**config.mk**
```make
export PLATFORM = sky130hd
export DESIGN_NAME = ise_initiator_flat
export DESIGN_NICKNAME = d
export VERILOG_FILES = /design/src/rtl/ise_initiator_if.sv /design/src/rtl/ise_initiator.sv /design/src/flat_wrapper.sv
export SDC_FILE = /design/constraint.sdc
export NUM_CORES = 1
export LEC_CHECK = 0
export CAP_MARGIN = 20
export CORE_UTILIZATION = 30
export CTS_CLUSTER_SIZE = 10
export DETAILED_ROUTE_END_ITERATION = 8
export GPL_ROUTABILITY_DRIVEN = 0
export PLACE_DENSITY_LB_ADDON = 0.05
export SKIP_LAST_GASP = 1
export SYNTH_ARGS = -nofsm -noshare
export SYNTH_HDL_FRONTEND = slang
export SYNTH_SLANG_ARGS = --single-unit
```
**constraint.sdc**
```tcl
create_clock -name clock -period 6.2 [get_ports clock]
set_input_delay 1.86 -clock clock [delete_from_list [all_inputs] [get_ports clock]]
set_output_delay 1.86 -clock clock [all_outputs]
set_load 0.05 [all_outputs]
```
**src/rtl/ise_initiator_if.sv**
```systemverilog
// +--------------------------------------------------------------------------+
// | ise_initiator_if : host request/response and ISE issue channel bundle.   |
// | Optional ISE_INITIATOR_LATENCY_EN adds rspLatency.  Rev 1.0              |
// +--------------------------------------------------------------------------+
`default_nettype none

interface ise_initiator_if;
  logic        reqValid;
  logic        reqReady;
  logic [7:0]  reqIseId;
  logic [31:0] reqValueA;
  logic [31:0] reqValueB;
  logic        rspValid;
  logic        rspReady;
  logic [31:0] rspResult;
  logic        rspTimeout;
  logic        iseStart;
  logic [7:0]  iseId;
  logic [31:0] iseValueA;
  logic [31:0] iseValueB;
  logic        iseDone;
  logic [31:0] iseResult;
`ifdef ISE_INITIATOR_LATENCY_EN
  logic [15:0] rspLatency;
`endif

  // master: the initiator itself; slave: host plus responders
  modport master (
`ifdef ISE_INITIATOR_LATENCY_EN
    output rspLatency,
`endif
    input  reqValid, reqIseId, reqValueA, reqValueB, rspReady, iseDone, iseResult,
    output reqReady, rspValid, rspResult, rspTimeout, iseStart, iseId, iseValueA, iseValueB
  );

  modport slave (
`ifdef ISE_INITIATOR_LATENCY_EN
    input  rspLatency,
`endif
    output reqValid, reqIseId, reqValueA, reqValueB, rspReady, iseDone, iseResult,
    input  reqReady, rspValid, rspResult, rspTimeout, iseStart, iseId, iseValueA, iseValueB
  );
endinterface

`default_nettype wire

```
**src/rtl/ise_initiator.sv**
```systemverilog
// +--------------------------------------------------------------------------+
// | ise_initiator : issues one host request to the ISE responders and        |
// | returns result or timeout. Option: ISE_INITIATOR_LATENCY_EN. Rev 1.0     |
// +--------------------------------------------------------------------------+
`default_nettype none

module ise_initiator #(
  parameter logic [15:0] TIMEOUT_CYCLES = 16'd255
) (
  input  logic            clock,
  input  logic            nReset,
  ise_initiator_if.master bus
);

  typedef enum logic [1:0] {
    IDLE  = 2'd0,
    ISSUE = 2'd1,
    WAIT  = 2'd2,
    RESP  = 2'd3
  } state_t;

  state_t      state;
  logic [15:0] wait_cnt;
  logic [16:0] wait_num;
  logic        timeout_hit;
  logic        finish;

  // wait_num is the 1-based index of the current WAIT cycle
  assign wait_num    = {1'b0, wait_cnt} + 17'd1;
  assign timeout_hit = (TIMEOUT_CYCLES != 16'd0) && (wait_num == {1'b0, TIMEOUT_CYCLES});
  assign finish      = bus.iseDone || ((state == WAIT) && timeout_hit);

`ifdef ISE_INITIATOR_LATENCY_EN
  logic [15:0] lat_k;
  assign lat_k = wait_num[16] ? 16'hFFFF : wait_num[15:0];
`endif

  always_ff @(posedge clock or negedge nReset) begin
    if (!nReset) begin
      state          <= IDLE;
      wait_cnt       <= 16'd0;
      bus.reqReady   <= 1'b0;
      bus.rspValid   <= 1'b0;
      bus.rspResult  <= 32'd0;
      bus.rspTimeout <= 1'b0;
      bus.iseStart   <= 1'b0;
      bus.iseId      <= 8'd0;
      bus.iseValueA  <= 32'd0;
      bus.iseValueB  <= 32'd0;
`ifdef ISE_INITIATOR_LATENCY_EN
      bus.rspLatency <= 16'd0;
`endif
    end else begin
      case (state)
        IDLE: begin
          if (bus.reqValid && bus.reqReady) begin
            state         <= ISSUE;
            bus.reqReady  <= 1'b0;
            bus.iseStart  <= 1'b1;
            bus.iseId     <= bus.reqIseId;
            bus.iseValueA <= bus.reqValueA;
            bus.iseValueB <= bus.reqValueB;
          end else begin
            bus.reqReady  <= 1'b1;
          end
        end

        ISSUE, WAIT: begin
          bus.iseStart <= 1'b0;
          if (finish) begin
            // done wins over timeout when both land in the same cycle
            state          <= RESP;
            bus.rspValid   <= 1'b1;
            bus.rspResult  <= bus.iseDone ? bus.iseResult : 32'd0;
            bus.rspTimeout <= !bus.iseDone;
            bus.iseId      <= 8'd0;
            bus.iseValueA  <= 32'd0;
            bus.iseValueB  <= 32'd0;
`ifdef ISE_INITIATOR_LATENCY_EN
            bus.rspLatency <= (state == ISSUE) ? 16'd0 : lat_k;
`endif
          end else begin
            state <= WAIT;
            if (state == ISSUE) begin
              wait_cnt <= 16'd0;
            end else if (wait_cnt != 16'hFFFF) begin
              wait_cnt <= wait_cnt + 16'd1;
            end
          end
        end

        RESP: begin
          if (bus.rspReady) begin
            state          <= IDLE;
            bus.rspValid   <= 1'b0;
            bus.rspResult  <= 32'd0;
            bus.rspTimeout <= 1'b0;
            bus.reqReady   <= 1'b1;
`ifdef ISE_INITIATOR_LATENCY_EN
            bus.rspLatency <= 16'd0;
`endif
          end
        end

        default: state <= IDLE;
      endcase
    end
  end

endmodule

`default_nettype wire

```
**src/flat_wrapper.sv**
```systemverilog
// flat-port wrapper written by rule: the top's interface ports become plain ports
module ise_initiator_flat 
#(
  parameter logic [15:0] TIMEOUT_CYCLES = 16'd255
)
  (clock, nReset, bus_reqValid, bus_reqIseId, bus_reqValueA, bus_reqValueB, bus_rspReady, bus_iseDone, bus_iseResult, bus_reqReady, bus_rspValid, bus_rspResult, bus_rspTimeout, bus_iseStart, bus_iseId, bus_iseValueA, bus_iseValueB);
  ise_initiator_if bus_i ();
  input  logic clock;
  input  logic nReset;
  input wire logic [$bits(bus_i.reqValid)-1:0] bus_reqValid;
  input wire logic [$bits(bus_i.reqIseId)-1:0] bus_reqIseId;
  input wire logic [$bits(bus_i.reqValueA)-1:0] bus_reqValueA;
  input wire logic [$bits(bus_i.reqValueB)-1:0] bus_reqValueB;
  input wire logic [$bits(bus_i.rspReady)-1:0] bus_rspReady;
  input wire logic [$bits(bus_i.iseDone)-1:0] bus_iseDone;
  input wire logic [$bits(bus_i.iseResult)-1:0] bus_iseResult;
  output wire logic [$bits(bus_i.reqReady)-1:0] bus_reqReady;
  output wire logic [$bits(bus_i.rspValid)-1:0] bus_rspValid;
  output wire logic [$bits(bus_i.rspResult)-1:0] bus_rspResult;
  output wire logic [$bits(bus_i.rspTimeout)-1:0] bus_rspTimeout;
  output wire logic [$bits(bus_i.iseStart)-1:0] bus_iseStart;
  output wire logic [$bits(bus_i.iseId)-1:0] bus_iseId;
  output wire logic [$bits(bus_i.iseValueA)-1:0] bus_iseValueA;
  output wire logic [$bits(bus_i.iseValueB)-1:0] bus_iseValueB;
  assign bus_i.reqValid = bus_reqValid;
  assign bus_i.reqIseId = bus_reqIseId;
  assign bus_i.reqValueA = bus_reqValueA;
  assign bus_i.reqValueB = bus_reqValueB;
  assign bus_i.rspReady = bus_rspReady;
  assign bus_i.iseDone = bus_iseDone;
  assign bus_i.iseResult = bus_iseResult;
  assign bus_reqReady = bus_i.reqReady;
  assign bus_rspValid = bus_i.rspValid;
  assign bus_rspResult = bus_i.rspResult;
  assign bus_rspTimeout = bus_i.rspTimeout;
  assign bus_iseStart = bus_i.iseStart;
  assign bus_iseId = bus_i.iseId;
  assign bus_iseValueA = bus_i.iseValueA;
  assign bus_iseValueB = bus_i.iseValueB;
  ise_initiator #(.TIMEOUT_CYCLES(TIMEOUT_CYCLES)) u_core (.clock(clock), .nReset(nReset), .bus(bus_i));
endmodule
```
==> results of run 1 <==
## state kept, by name (all words and copies together) (netlist names)
register	count
u_core.wait_cnt	16
u_core.bus.iseStart	1
u_core.bus.reqReady	1
u_core.bus.iseValueA	32
u_core.bus.rspResult	32
u_core.bus.rspValid	1
u_core.bus.rspTimeout	1
u_core.state	2
u_core.bus.iseValueB	32
u_core.bus.iseId	8
## synthesized netlist by cell type (2+ instances only)
master,n
dfrtp_1,126
a22o_1,102
nor2_1,16
clkbuf_1,14
a21oi_1,13
o21ai_0,11
nand2_1,10
inv_1,8
a31oi_1,7
buf_8,7
nand3_1,7
ha_1,6
buf_6,5
nand4_1,5
o21ai_1,5
xnor2_1,4
a31o_2,3
mux2i_1,3
o2bb2ai_1,3
o31ai_1,3
a22o_2,2
and3_1,2
and4_2,2
buf_2,2
nand2b_1,2
nor2b_1,2
nor4_1,2
o21a_1,2
## layout make-up
type                            instances  area share
Clock buffer                           21      0.0560
Tap cell                              225      0.0350
Timing Repair Buffer                  220       0.275
Sequential cell                       126       0.392
Inverter                                8     0.00373
Multi-Input combinational cell        236       0.230
Clock inverter                         11     0.00856
## through the flow
| stage | worst slack, ns | cell area (µm²) | std cells | utilization |
|---|---|---|---|---|
| 2_1_floorplan | 3.41 | 5260 | 399 | - |
| 3_3_place_gp | 2.26 | 7490 | 814 | 0.436 |
| 3_5_place_dp | 2.22 | 7520 | 815 | 0.438 |
| 4_1_cts | 2.61 | 8040 | 847 | 0.468 |
| 5_1_grt | 2.51 | 8040 | 847 | 0.468 |
| 6_report | 2.64 | 8040 | 847 | 0.468 |
## worst min-delay path by stage
| stage | cells past startpoint | slack [ns] | from | endpoint |
|---|---|---|---|---|
| finish | 1 | 0.50 | u_core.bus.iseId[4] | u_core.bus.iseId[4] |
| detailed placement | 1 | 0.48 | u_core.bus.rspResult[13] | u_core.bus.rspResult[13] |
| global placement | 1 | 0.48 | u_core.bus.iseValueB[24] | u_core.bus.iseValueB[24] |
| CTS | 1 | 0.50 | u_core.bus.rspResult[8] | u_core.bus.rspResult[8] |
| global route | 1 | 0.51 | u_core.bus.iseValueA[20] | u_core.bus.iseValueA[20] |
| floorplan | 1 | 0.51 | u_core.wait_cnt[11] | u_core.wait_cnt[11] |
## logic make-up after synthesis
kind of cell / after synthesis / synth area share
and+or+nand+nor: 61 / 0.0724
AOI/OAI and AO/OA: 160 / 0.247
buffers and inverters: 37 / 0.0490
adders and majority gates: 6 / 0.0143
DFF: 126 / 0.600
muxes: 3 / 0.00571
xor gates and xnor gates: 6 / 0.0114
## power by group
group | switching [mW] | internal, mW | total [mW]
combinational | 1.73 | 0.906 | 2.64
clock | 0.361 | 0.517 | 0.878
sequential | 0.189 | 1.14 | 1.32
total | 2.28 | 2.56 | 4.84
## per-layer routing
metal  part of all wire  GRT usage  up-vias
li1                   -          -     1954
met1               0.45      0.216     2089
met2               0.47      0.253      159
met3              0.070     0.0559       11
met4              0.011     0.0537        0
met5                  0          0        -
==> flow_summary.toml, run 1 <==
[setup_path]
ff2ff_path_depth = 8
path_max_fanout = 7
arrival_ns = 1.70
start_kind = "flip-flop"
required_ns = 4.34
cp-startpoint = "u_core.bus.reqReady"
crit_chain = "clkdlybuf4s50_1"
cp_slowest_cell = "clkdlybuf4s50_1"
cp_num_buf_inv = 1
r2r_start = "u_core.wait_cnt[1]"
r2r_slack_ns = 3.05
cp.depth = 1
critPathCaptureType = "output pin"
path_class = "flip-flop to output pin"
crit_path_max_incr_delay_ns = 0.87
r2r_end = "u_core.wait_cnt[5]"
worstSetupEndpoint = "bus_reqReady"
critical_path.top_delay_family = "buffers and inverters"

[detailed_routing]
drc = 0
vias = 4213
wl_um = 14700
post_drt_wl_per_cell_um = 17.3
drt_pass1_iterations = 5
final_antenna_net_count = 0
via_per_inst = 4.97
drt_iter0_markers = 251

[die]
fp.dieH_um = 134
core_um2 = 17200
dieWidth_um = 134
initial_utilization = 0.306
num_rows = 48
io-pin-count = 217
dieArea_um2 = 18100

[global_routing]
grtUsageTotal = 0.164
grt_max_degree = 73
grt-ovfl-total = 0
antenna_found_initial = 0
grt_pass1_vias = 4103
grt_first_pass_wirelength_um = 22700

[power_and_ir_drop]
p_total_mw = 4.84
ir_drop_uv = 284
p_per_area_nw_per_um2 = 602
leakagePower_nw = 3.51

[sta]
rsz0062_at_grt = "no"
setup_viol = 0
final-hold-violation-count = 0
post-route-period-util = 0.574
max_freq_mhz = 281
finalCriticalPeriod_ns = 3.56
worst_slew_pin_slew_ns = 0.820
slew_viol_final = 0
slew_headroom = 0.453
hold_slack_ns = 0.496
tns_ns = 0
clock_skew_ns = 0.00771

[cts]
clk_latency_ns = 0.41
h-tree-depth = 4
cts.hold.buffers_added = 0
ctsResizeCount = 0
cts_root_buffer = "clkbuf_16"
numCtsBuffers = 17
clkTransAtPathRegs_ns = 0.05
clock_sinks = 126
cts_tree = "built"
cts_buffer_depth = 2
post_cts_buffers = 0

[cells_and_area]
multi_input_area_um2 = 1850
seq_area_um2 = 3150
layout_common_cells = "clkdlybuf4s50_1, dfrtp_1, a22o_1, clkbuf_16, nor2_1"
fill_cells = 1611
drive_above_1_share = 0.0884
nets = 724
n_antenna_cell = 0
syn_to_final_growth_pct = 53.0
final_common_cell = "clkdlybuf4s50_1"

[synth]
syn-num-nets = 514
synth.yosys.warnings = 0
yosysTopAreaCell = "dfrtp_1"
syn_avg_cell_area_um2 = 13.2
yosys.cell_types.count = 53
synth_top_area_share = 0.600
ys_ff_latch = 126
synth_edf_count = 0
netlist_area_um2 = 5260
postSynth.asyncResetShare = 1.00
synth_seq_area_share = 0.600
ys.flop_type = "dfrtp_1"
synthTopCellsByArea = "dfrtp_1, a22o_1, buf_8"
syn_inst = 399

[placement]
hpwl_um = 9940
port_buffers = 216

[run_status]
outcome = "complete, no violations"

[run]
cap_violations = 0

[min_path]
hold_path.class = "flip-flop to flip-flop"
Note: power is estimated with default switching activity, not from simulation.
==> run 2: changes to the inputs <==
clock period = 3.4 ns   (was 6.2 ns; I/O delays follow)
==> flow_summary.toml, run 2 (synthesis gave the netlist of run 1 again) <==
[cells_and_area]
syn_to_final_growth_pct = 55.2
n_antenna_cell = 0
nets = 728
layout_common_cells = "clkdlybuf4s50_1, dfrtp_1, a22o_1, clkbuf_16, nor2_1"
final_common_cell = "clkdlybuf4s50_1"
drive_above_1_share = 0.0958
reg_top3 = "u_core.bus.iseValueA (32), u_core.bus.iseValueB (32), u_core.bus.rspResult (32)"

[sta]
setup_viol = 0
slew_viol_final = 0
worst_slew_pin_slew_ns = 0.627
max_freq_mhz = 349
slew_headroom = 0.582
post-route-period-util = 0.844
clock_skew_ns = 0.00966
finalCriticalPeriod_ns = 2.87
worst_slack_ns = 0.532
tns_ns = 0
rsz0062_at_grt = "no"
final-hold-violation-count = 0
hold_slack_ns = 0.494

[setup_path]
worstSetupEndpoint = "u_core.bus.iseId[7]"
crit_path_max_incr_delay_ns = 0.52
r2r_end = "u_core.bus.iseId[7]"
crit_chain = "nand3_1, nor4_1, and4_2, xnor2_2, a31o_4, nand2_8, a22o_2"
ff2ff_path_depth = 7
r2r_start = "u_core.wait_cnt[9]"
path_class = "flip-flop to flip-flop"
start_kind = "flip-flop"
path_max_fanout = 72
cp-startpoint = "u_core.wait_cnt[9]"
required_ns = 3.70
r2r_slack_ns = 0.53
cp_slowest_cell = "nor4_1"
arrival_ns = 3.17
critical_path.top_delay_family = "simple AND/OR/NAND/NOR gates"
critPathCaptureType = "flip-flop"
cp_num_buf_inv = 0
cp.depth = 7

[detailed_routing]
drt_pass1_iterations = 4
final_antenna_net_count = 0
vias = 4088
drc = 0
via_per_inst = 4.80
wirelength_met1_um = 6700
post_drt_wl_per_cell_um = 17.2
drt_iter0_markers = 202
met3RoutedLength_um = 906
wl_met2_um = 6840
wl_um = 14600
topRoutingLayerUsed = "met4"

[placement]
port_buffers = 216
hpwl_um = 9860
dpl_worst_slack_ns = 0.512

[run]
cap_violations = 0

[die]
dieWidth_um = 134
num_rows = 48
io-pin-count = 217
core_um2 = 17200
initial_utilization = 0.306
dieArea_um2 = 18100
fp.dieH_um = 134

[global_routing]
grtUsageTotal = 0.167
grt_max_degree = 73
grt_first_pass_wirelength_um = 22700
grt-ovfl-total = 0
grt_pass1_vias = 4066
antenna_found_initial = 0

[cts]
cts.hold.buffers_added = 0
numCtsBuffers = 17
cts_root_buffer = "clkbuf_16"
clkTransAtPathRegs_ns = 0.06
ctsResizeCount = 0
clock_sinks = 126
cts_buffer_depth = 2
clk_latency_ns = 0.42
cts_tree = "built"
post_cts_buffers = 0
h-tree-depth = 4

[run_status]
outcome = "complete, no violations"

[min_path]
hold_path.class = "input port to asynchronous set/reset pin"

[power_and_ir_drop]
leakagePower_nw = 3.57
ir_drop_uv = 496
p_per_area_nw_per_um2 = 1110
[run 2: how the worst min path moves through the flow]
| stage | to | cells after the start |
|---|---|---|
| detailed placement | u_core.bus.iseId[5] | 1 |
| global route | u_core.bus.iseId[3] | 1 |
| finish | u_core.bus.iseId[3] | 1 |
| floorplan | u_core.wait_cnt[11] | 1 |
| CTS | u_core.bus.iseId[3] | 1 |
| global placement | u_core.bus.iseValueB[12] | 1 |
[run 2: stage by stage]
step	area, µm²	total power, mW	utilization	cells
3_5_place_dp	7550	7.26	0.439	818
5_1_grt	8160	9.48	0.475	851
3_3_place_gp	7550	7.23	0.439	818
2_1_floorplan	5260	5.93	-	399
4_1_cts	8130	9.10	0.474	850
6_report	8160	9.04	0.475	851
[run 2: worst register-to-register path, delay by kind of cell, from the launching register on]
kind             cells  cell delay (ns)
AND/OR/NAND/NOR      4             1.38
AO/OA/AOI/OAI        2             0.75
flip-flops           1             0.46
XOR/XNOR             1             0.16
[run 2: where the power goes]
group / total (mW) / leakage [nW] / switching [mW] / internal (mW)
combinational: 4.83 / 1.59 / 3.16 / 1.67
clock: 1.80 / 0.282 / 0.667 / 1.13
sequential: 2.41 / 1.70 / 0.336 / 2.07
[run 2: layer usage]
metal,vias up,global-route usage
met5,-,0
met4,0,0.0655
met3,11,0.0488
met2,138,0.257
met1,1986,0.220
li1,1953,-
[run 2: layout make-up]
type | instances | area (µm²)
flip-flops and latches | 126 | 3150
inverters | 8 | 30.0
clock inverters | 10 | 111
fillers | 1577 | 9020
clock buffers | 22 | 474
multi-input cells | 236 | 1850
repair buffers | 224 | 2260
well taps | 225 | 282
